$ cat config.mk
export PLATFORM = sky130hd
export DESIGN_NAME = uart_rx_ctrl_flat
export DESIGN_NICKNAME = d
export VERILOG_FILES = /design/src/rtl/uart_rx_pkg.sv /design/src/rtl/uart_rx_ctrl_if.sv /design/src/rtl/uart_rx_edge_bit_counter.sv /design/src/rtl/uart_rx_ctrl.sv /design/src/flat_wrapper.sv
export SDC_FILE = /design/constraint.sdc
export NUM_CORES = 1
export LEC_CHECK = 0
export CAP_MARGIN = 10
export CORE_ASPECT_RATIO = 0.6
export CORE_MARGIN = 4
export CORE_UTILIZATION = 59
export CTS_BUF_LIST = sky130_fd_sc_hd__clkbuf_4 sky130_fd_sc_hd__clkbuf_8
export DETAILED_ROUTE_END_ITERATION = 6
export PLACE_DENSITY_LB_ADDON = 0.1
export SLEW_MARGIN = 20
export SYNTH_ARGS = -nofsm -noshare
export SYNTH_HDL_FRONTEND = slang
export SYNTH_SLANG_ARGS = --single-unit
$ cat constraint.sdc
create_clock -name clk -period 3.3 [get_ports clk]
set_clock_uncertainty 0.05 [all_clocks]
set_input_delay 0.33 -clock clk [delete_from_list [all_inputs] [get_ports clk]]
set_output_delay 0.33 -clock clk [all_outputs]
set_load 0.005 [all_outputs]
$ cat src/rtl/uart_rx_pkg.sv
// rtl/uart_rx_pkg.sv - shared types and constants for the UART receive controller
//
// Purpose: FSM state and evaluation-kind encodings, counter widths, legal
// oversampling ratios, and the mapping from a bit period's state to the kind
// of evaluation its voted bit receives.
// Ports: none (package).

package uart_rx_pkg;

  localparam int EDGE_W = 6;
  localparam int BIT_W  = 4;

  localparam logic [EDGE_W-1:0] PRESCALE_8  = 6'd8;
  localparam logic [EDGE_W-1:0] PRESCALE_16 = 6'd16;
  localparam logic [EDGE_W-1:0] PRESCALE_32 = 6'd32;

  typedef enum logic [2:0] {
    IDLE   = 3'd0,
    START  = 3'd1,
    DATA   = 3'd2,
    PARITY = 3'd3,
    STOP   = 3'd4,
    CHECK  = 3'd5
  } state_t;

  typedef enum logic [1:0] {
    EV_START  = 2'd0,
    EV_DATA   = 2'd1,
    EV_PARITY = 2'd2,
    EV_STOP   = 2'd3
  } eval_kind_t;

  // The bit period that just wrapped belongs to the state we were in, so that
  // state decides how the voted bit arriving next cycle is consumed.
  function automatic eval_kind_t kind_of(input state_t st);
    case (st)
      START:   return EV_START;
      DATA:    return EV_DATA;
      PARITY:  return EV_PARITY;
      default: return EV_STOP;
    endcase
  endfunction

endpackage

$ cat src/rtl/uart_rx_ctrl_if.sv
// rtl/uart_rx_ctrl_if.sv - signal bundle between the RX controller and its surroundings
//
// Purpose: groups the serial input, frame configuration, sampler handshake
// and received-word outputs of uart_rx_ctrl.
// Modports:
//   master - the controller: consumes rx_in/config/sampled_bit, drives counters and results
//   slave  - the environment (line, sampler, consumer of p_data)

interface uart_rx_ctrl_if #(
  parameter int DATA_WIDTH = 8
);

  logic                            rx_in;
  logic [uart_rx_pkg::EDGE_W-1:0]  prescale;
  logic                            par_en;
  logic                            par_typ;
  logic                            sampled_bit;
  logic [uart_rx_pkg::EDGE_W-1:0]  edge_cnt;
  logic [uart_rx_pkg::BIT_W-1:0]   bit_cnt;
  logic [DATA_WIDTH-1:0]           p_data;
  logic                            data_valid;
  logic                            par_err;
  logic                            stop_err;
  logic                            busy;

  modport master (
    input  rx_in, prescale, par_en, par_typ, sampled_bit,
    output edge_cnt, bit_cnt, p_data, data_valid, par_err, stop_err, busy
  );

  modport slave (
    output rx_in, prescale, par_en, par_typ, sampled_bit,
    input  edge_cnt, bit_cnt, p_data, data_valid, par_err, stop_err, busy
  );

endinterface

$ cat src/rtl/uart_rx_edge_bit_counter.sv
// rtl/uart_rx_edge_bit_counter.sv - oversample edge counter and frame bit counter
//
// Purpose: counts oversample edges within a bit and bits within a frame.
// Ports:
//   clk, rst  - clock, asynchronous active-low reset
//   en        - advance the counters this cycle
//   clr       - synchronous clear, wins over en
//   prescale  - oversampling ratio
//   edge_cnt  - oversample index within the current bit
//   bit_cnt   - index of the current bit in the frame
//   wrap      - strobe: last edge of the current bit while enabled

module uart_rx_edge_bit_counter
  import uart_rx_pkg::*;
(
  input  logic              clk,
  input  logic              rst,
  input  logic              en,
  input  logic              clr,
  input  logic [EDGE_W-1:0] prescale,
  output logic [EDGE_W-1:0] edge_cnt,
  output logic [BIT_W-1:0]  bit_cnt,
  output logic              wrap
);

  logic at_end;

  // The all-ones term keeps the counter wrapping if prescale is illegal or
  // shrinks below the current count; prescale==0 also lands on 63.
  assign at_end = (edge_cnt == (prescale - EDGE_W'(1))) || (edge_cnt == '1);
  assign wrap   = en && at_end;

  always_ff @(posedge clk or negedge rst) begin
    if (!rst) begin
      edge_cnt <= '0;
      bit_cnt  <= '0;
    end else if (clr) begin
      edge_cnt <= '0;
      bit_cnt  <= '0;
    end else if (en) begin
      if (at_end) begin
        edge_cnt <= '0;
        bit_cnt  <= bit_cnt + BIT_W'(1);
      end else begin
        edge_cnt <= edge_cnt + EDGE_W'(1);
      end
    end
  end

endmodule

$ cat src/rtl/uart_rx_ctrl.sv
// rtl/uart_rx_ctrl.sv - UART receive controller: framing FSM, deserializer, checks
//
// Purpose: detects the start edge, runs the edge/bit counters for the
// sampler, deserializes voted bits LSB-first, checks start/parity/stop and
// pulses data_valid, par_err or stop_err one cycle after the frame's CHECK.
// Ports:
//   clk  - oversampling clock
//   rst  - asynchronous active-low reset
//   bus  - uart_rx_ctrl_if.master: rx_in, prescale, par_en, par_typ,
//          sampled_bit in; edge_cnt, bit_cnt, p_data, data_valid, par_err,
//          stop_err, busy out

module uart_rx_ctrl
  import uart_rx_pkg::*;
#(
  parameter int DATA_WIDTH = 8
) (
  input  logic           clk,
  input  logic           rst,
  uart_rx_ctrl_if.master bus
);

  localparam logic [BIT_W-1:0] LAST_DATA_BIT = BIT_W'(DATA_WIDTH);

  state_t                state;
  state_t                state_nxt;
  logic                  cnt_en;
  logic                  cnt_clr;
  logic                  wrap;
  logic                  busy_c;
  logic                  false_start;
  logic [EDGE_W-1:0]     edge_cnt;
  logic [BIT_W-1:0]      bit_cnt;

  logic                  eval_pend;
  eval_kind_t            eval_kind;
  logic [DATA_WIDTH-1:0] shift_reg;
  logic                  par_fail;
  logic                  chk_par;
  logic                  chk_stop;
  logic                  chk_ok;
  logic [DATA_WIDTH-1:0] p_data_q;
  logic                  data_valid_q;
  logic                  par_err_q;
  logic                  stop_err_q;

  uart_rx_edge_bit_counter u_cnt (
    .clk      (clk),
    .rst      (rst),
    .en       (cnt_en),
    .clr      (cnt_clr),
    .prescale (bus.prescale),
    .edge_cnt (edge_cnt),
    .bit_cnt  (bit_cnt),
    .wrap     (wrap)
  );

  // Start bit voted high: the first DATA cycle is where this is seen.
  assign false_start = (state == DATA) && eval_pend && (eval_kind == EV_START)
                       && bus.sampled_bit;

  // Clearing at the stop wrap gives CHECK its edge_cnt=0 / bit_cnt=0 cycle.
  assign cnt_clr = false_start || ((state == STOP) && wrap);

  always_ff @(posedge clk or negedge rst) begin
    if (!rst) begin
      state <= IDLE;
    end else begin
      state <= state_nxt;
    end
  end

  always_comb begin
    state_nxt = state;
    case (state)
      IDLE:    if (!bus.rx_in) state_nxt = START;
      START:   if (wrap) state_nxt = DATA;
      DATA: begin
        if (false_start) begin
          state_nxt = IDLE;
        end else if (wrap && (bit_cnt == LAST_DATA_BIT)) begin
          state_nxt = bus.par_en ? PARITY : STOP;
        end
      end
      PARITY:  if (wrap) state_nxt = STOP;
      STOP:    if (wrap) state_nxt = CHECK;
      CHECK:   state_nxt = IDLE;
      default: state_nxt = IDLE;
    endcase
  end

  // The detection cycle itself is edge 0 of the start bit, so the counter
  // already runs while still in IDLE.
  always_comb begin
    busy_c = 1'b0;
    cnt_en = 1'b0;
    case (state)
      IDLE:                     cnt_en = !bus.rx_in;
      START, DATA, PARITY, STOP: begin
        busy_c = 1'b1;
        cnt_en = 1'b1;
      end
      CHECK:                    busy_c = 1'b1;
      default: begin
        busy_c = 1'b0;
        cnt_en = 1'b0;
      end
    endcase
  end

  assign chk_par  = par_fail & bus.par_en;
  assign chk_stop = !bus.sampled_bit;
  assign chk_ok   = !(chk_par | chk_stop);

  // The sampler's vote for a bit lands one cycle after that bit's wrap, so
  // each wrap arms eval_pend and records which kind of bit is coming.
  always_ff @(posedge clk or negedge rst) begin
    if (!rst) begin
      eval_pend    <= 1'b0;
      eval_kind    <= EV_START;
      shift_reg    <= '0;
      par_fail     <= 1'b0;
      p_data_q     <= '0;
      data_valid_q <= 1'b0;
      par_err_q    <= 1'b0;
      stop_err_q   <= 1'b0;
    end else begin
      data_valid_q <= 1'b0;
      par_err_q    <= 1'b0;
      stop_err_q   <= 1'b0;
      eval_pend    <= wrap && !false_start;
      if (wrap) begin
        eval_kind <= kind_of(state);
      end
      // Frames without parity must not inherit a stale failure.
      if ((state == IDLE) && !bus.rx_in) begin
        par_fail <= 1'b0;
      end
      if (eval_pend) begin
        case (eval_kind)
          EV_DATA:   shift_reg <= {bus.sampled_bit, shift_reg[DATA_WIDTH-1:1]};
          EV_PARITY: par_fail  <= (^shift_reg) ^ bus.par_typ ^ bus.sampled_bit;
          EV_STOP: begin
            par_err_q    <= chk_par;
            stop_err_q   <= chk_stop;
            data_valid_q <= chk_ok;
            if (chk_ok) begin
              p_data_q <= shift_reg;
            end
          end
          default: ;
        endcase
      end
    end
  end

  assign bus.edge_cnt   = edge_cnt;
  assign bus.bit_cnt    = bit_cnt;
  assign bus.busy       = busy_c;
  assign bus.p_data     = p_data_q;
  assign bus.data_valid = data_valid_q;
  assign bus.par_err    = par_err_q;
  assign bus.stop_err   = stop_err_q;

endmodule
$ cat src/flat_wrapper.sv
// flat-port wrapper written by rule: the top's interface ports become plain ports
module uart_rx_ctrl_flat import uart_rx_pkg::*;
#(
  parameter int DATA_WIDTH = 8
)
  (clk, rst, bus_rx_in, bus_prescale, bus_par_en, bus_par_typ, bus_sampled_bit, bus_edge_cnt, bus_bit_cnt, bus_p_data, bus_data_valid, bus_par_err, bus_stop_err, bus_busy);
  uart_rx_ctrl_if #(.DATA_WIDTH(DATA_WIDTH)) bus_i ();
  input  logic clk;
  input  logic rst;
  input wire logic [$bits(bus_i.rx_in)-1:0] bus_rx_in;
  input wire logic [$bits(bus_i.prescale)-1:0] bus_prescale;
  input wire logic [$bits(bus_i.par_en)-1:0] bus_par_en;
  input wire logic [$bits(bus_i.par_typ)-1:0] bus_par_typ;
  input wire logic [$bits(bus_i.sampled_bit)-1:0] bus_sampled_bit;
  output wire logic [$bits(bus_i.edge_cnt)-1:0] bus_edge_cnt;
  output wire logic [$bits(bus_i.bit_cnt)-1:0] bus_bit_cnt;
  output wire logic [$bits(bus_i.p_data)-1:0] bus_p_data;
  output wire logic [$bits(bus_i.data_valid)-1:0] bus_data_valid;
  output wire logic [$bits(bus_i.par_err)-1:0] bus_par_err;
  output wire logic [$bits(bus_i.stop_err)-1:0] bus_stop_err;
  output wire logic [$bits(bus_i.busy)-1:0] bus_busy;
  assign bus_i.rx_in = bus_rx_in;
  assign bus_i.prescale = bus_prescale;
  assign bus_i.par_en = bus_par_en;
  assign bus_i.par_typ = bus_par_typ;
  assign bus_i.sampled_bit = bus_sampled_bit;
  assign bus_edge_cnt = bus_i.edge_cnt;
  assign bus_bit_cnt = bus_i.bit_cnt;
  assign bus_p_data = bus_i.p_data;
  assign bus_data_valid = bus_i.data_valid;
  assign bus_par_err = bus_i.par_err;
  assign bus_stop_err = bus_i.stop_err;
  assign bus_busy = bus_i.busy;
  uart_rx_ctrl #(.DATA_WIDTH(DATA_WIDTH)) u_core (.clk(clk), .rst(rst), .bus(bus_i));
endmodule
==> metrics.txt <==
critical path fanouts, max=9; Syn Area/Cell=between 9 and 10 um2; top post-synthesis cells by area=dfrtp_1 46%, nand2_1 7.2%, xnor2_1 6.2%, mux2_2 5.1%, ha_1 2.5%; asr flop ratio synth=1.000; slowest cell delay on critical path=approximately 0.58 ns; FP Rows=15; total gr overflow=0; most frequent cell after synthesis=nand2_1; final net count=259; cell family with most CP delay=simple AND/OR/NAND/NOR gates; 1st-iter DRT viols=between 200 and 250; Setup TNS=0 ns; H-tree depth=2; final core utilization=0.8041; CP Launch Type=input pin; multi-input logic area=1020 um2; syn_nets=223; Post-CTS Setup Bufs=0; die area=4373 um2; HPWL after detailed placement=3601 um; I/O pin cnt=34; Synth Flop Type=dfrtp_1; Fill cells=193; Die Ht=52.85 um; Core Footprint=approximately 3000 um2; number of distinct library cells after synthesis=48; Die W=82.75 um; ant diodes=0; leakage power figure=~0.0011 uW; Layout area overhead=23.59%; clk slew on worst S/H paths=0.07 ns; routed len/inst=between 15 and 20 um; worst vdd rail ir drop=0.0005323 V; CTS tree=yes; number of flops mapped to enable cells by yosys=0; post-synth design cell area=roughly 2000 um2; largest net degree at the start of global routing=37; PortBufs=33; post-cts resize count=0; Final Hold Viols=0; dominant cell type by area after synthesis=dfrtp_1; Slowest cell on crit path=clkdlybuf4s50_1; Initial Utilization=0.6506; count of state elements after synthesis=36; Yosys warning total=0; Placer Congestion=0.8721; buffer depth of the longest clock path=2; WS Path Type=in2reg; WP buf/inv=3; RSZ-0062 raised after global routing=no; Hold WC Path Type=in2async; fin crit share=0.8244; Synth top area share=0.4554; GRT Total Usage=0.2657; clock sinks=36; Tightest Pin Transition=0.4516 ns; cell count after synthesis=roughly 210; ANT nets after route=0; vias in the first global route=1725; CP Capture Type=register; register area=900.9 um2; Max Cap Viol=0; initial antenna violation count=0; PwrDens=roughly 670 nW/um2; crit-path cells=clkdlybuf4s50_1 > inv_1 > ha_1 > xnor2_1 > or4_4 > o21a_1 > buf_4 > nor2_1 > a2bb2oi_1; Req. time, crit path=3.46 ns; Max transition margin=0.6990; final setup fails=0; cts hold-fix bufs=0; Final min period=roughly 2.7 ns; status=completed; Num CTS Buffers=5; root buffer selected by CTS=clkbuf_8; DR DRC count=0; via count=1710; first-pass GRT wire length=~8400 um; Via density=around 6.0; final wirelength=4953 um; commonest cells in the netlist=38 x nand2_1, 36 x dfrtp_1, 14 x xnor2_1; FMAX=0.3676 GHz; sequential fraction of the synthesis area=0.4554; Clock Latency Late Sink=between 0.2 and 0.3 ns; Final Slew Violations=0; DR pass1 iterations=5; layout cell share with drive strength beyond 1=0.1358; Worst EP arrival=approximately 2.9 ns
## routing by layer
| metal | vias to the layer above | global-route usage | wire length (um) |
|---|---|---|---|
| met5 | - | 0 | 0 |
| met4 | 0 | 0.09239 | 63 |
| met2 | 94 | 0.4016 | 2183 |
| met3 | 12 | 0.06633 | 489 |
| met1 | 807 | 0.3712 | 2217 |
| li1 | 797 | - | - |
## layout by cell type (no fill, tap or decap), drive strengths merged, types with 2 or more instances in the layout
cell type,instances
mux2i,2
nand3b,5
o31ai,2
nor2b,3
nand4,2
a2bb2oi,2
dfrtp,36
o21ai,3
or3,3
clkinv,2
buf,5
nand2b,2
nor3,6
ha,4
inv,5
xnor2,14
a21oi,8
clkdlybuf4s50,33
a31oi,5
or4,4
nor2,10
o22ai,2
nand4b,2
nand3,10
clkbuf,6
o32a,2
mux2,9
or2,4
nand2,38
## path summary, 6_finish.rpt
path,from,endpoint,slack [ns],depth (start not counted)
max,bus_prescale[0],u_core.eval_kind[1],0.58,9
min,rst,u_core.u_cnt.edge_cnt[1],0.39,2
max reg2reg,u_core.u_cnt.edge_cnt[4],u_core.u_cnt.edge_cnt[3],0.95,7
min reg2reg,u_core.bus.p_data[6],u_core.bus.p_data[6],0.43,2
max in group asynchronous,rst,u_core.state[1],2.48,2
min in group clk,u_core.bus.p_data[6],u_core.bus.p_data[6],0.43,2
## report_power, final
| part | internal, uW | total (uW) | leakage, uW | switching [uW] |
|---|---|---|---|---|
| Combinational | 361 | 623 | 0.000539 | 262 |
| Clock | 152 | 301 | 0.0000445 | 150 |
| Sequential | 544 | 724 | 0.000469 | 180 |
## cell families after synthesis
kind of cell	Yosys count	synth area share
compound gates	31	0.1075
xor+xnor	15	0.06642
fa+ha+maj	4	0.02530
buf+inv	15	0.03226
flops	36	0.4554
mux	11	0.06136
simple gates	95	0.2518
## layout make-up
| class | instances | area share |
|---|---|---|
| multi-input combinational | 156 | 0.4171 |
| sequential | 36 | 0.3685 |
| timing repair buffer | 38 | 0.1505 |
| clock buffer | 6 | 0.03122 |
| tap | 42 | 0.02149 |
| inverter | 6 | 0.009212 |
| clock inverter | 1 | 0.002047 |
## stage by stage
stage	std cells	setup slack (ns)	power, uW	area, um2	hold WS, ns
2_1_floorplan	207	0.9398	1064	1978	-0.01559
3_3_place_gp	278	0.4486	1306	2364	0.4081
3_5_place_dp	278	0.3164	1341	2364	0.4117
4_1_cts	285	0.6075	1649	2445	0.4133
5_1_grt	285	0.4932	1761	2445	0.4425
6_report	285	0.5794	1649	2445	0.3946
Note: power is estimated with default switching activity, not from simulation.
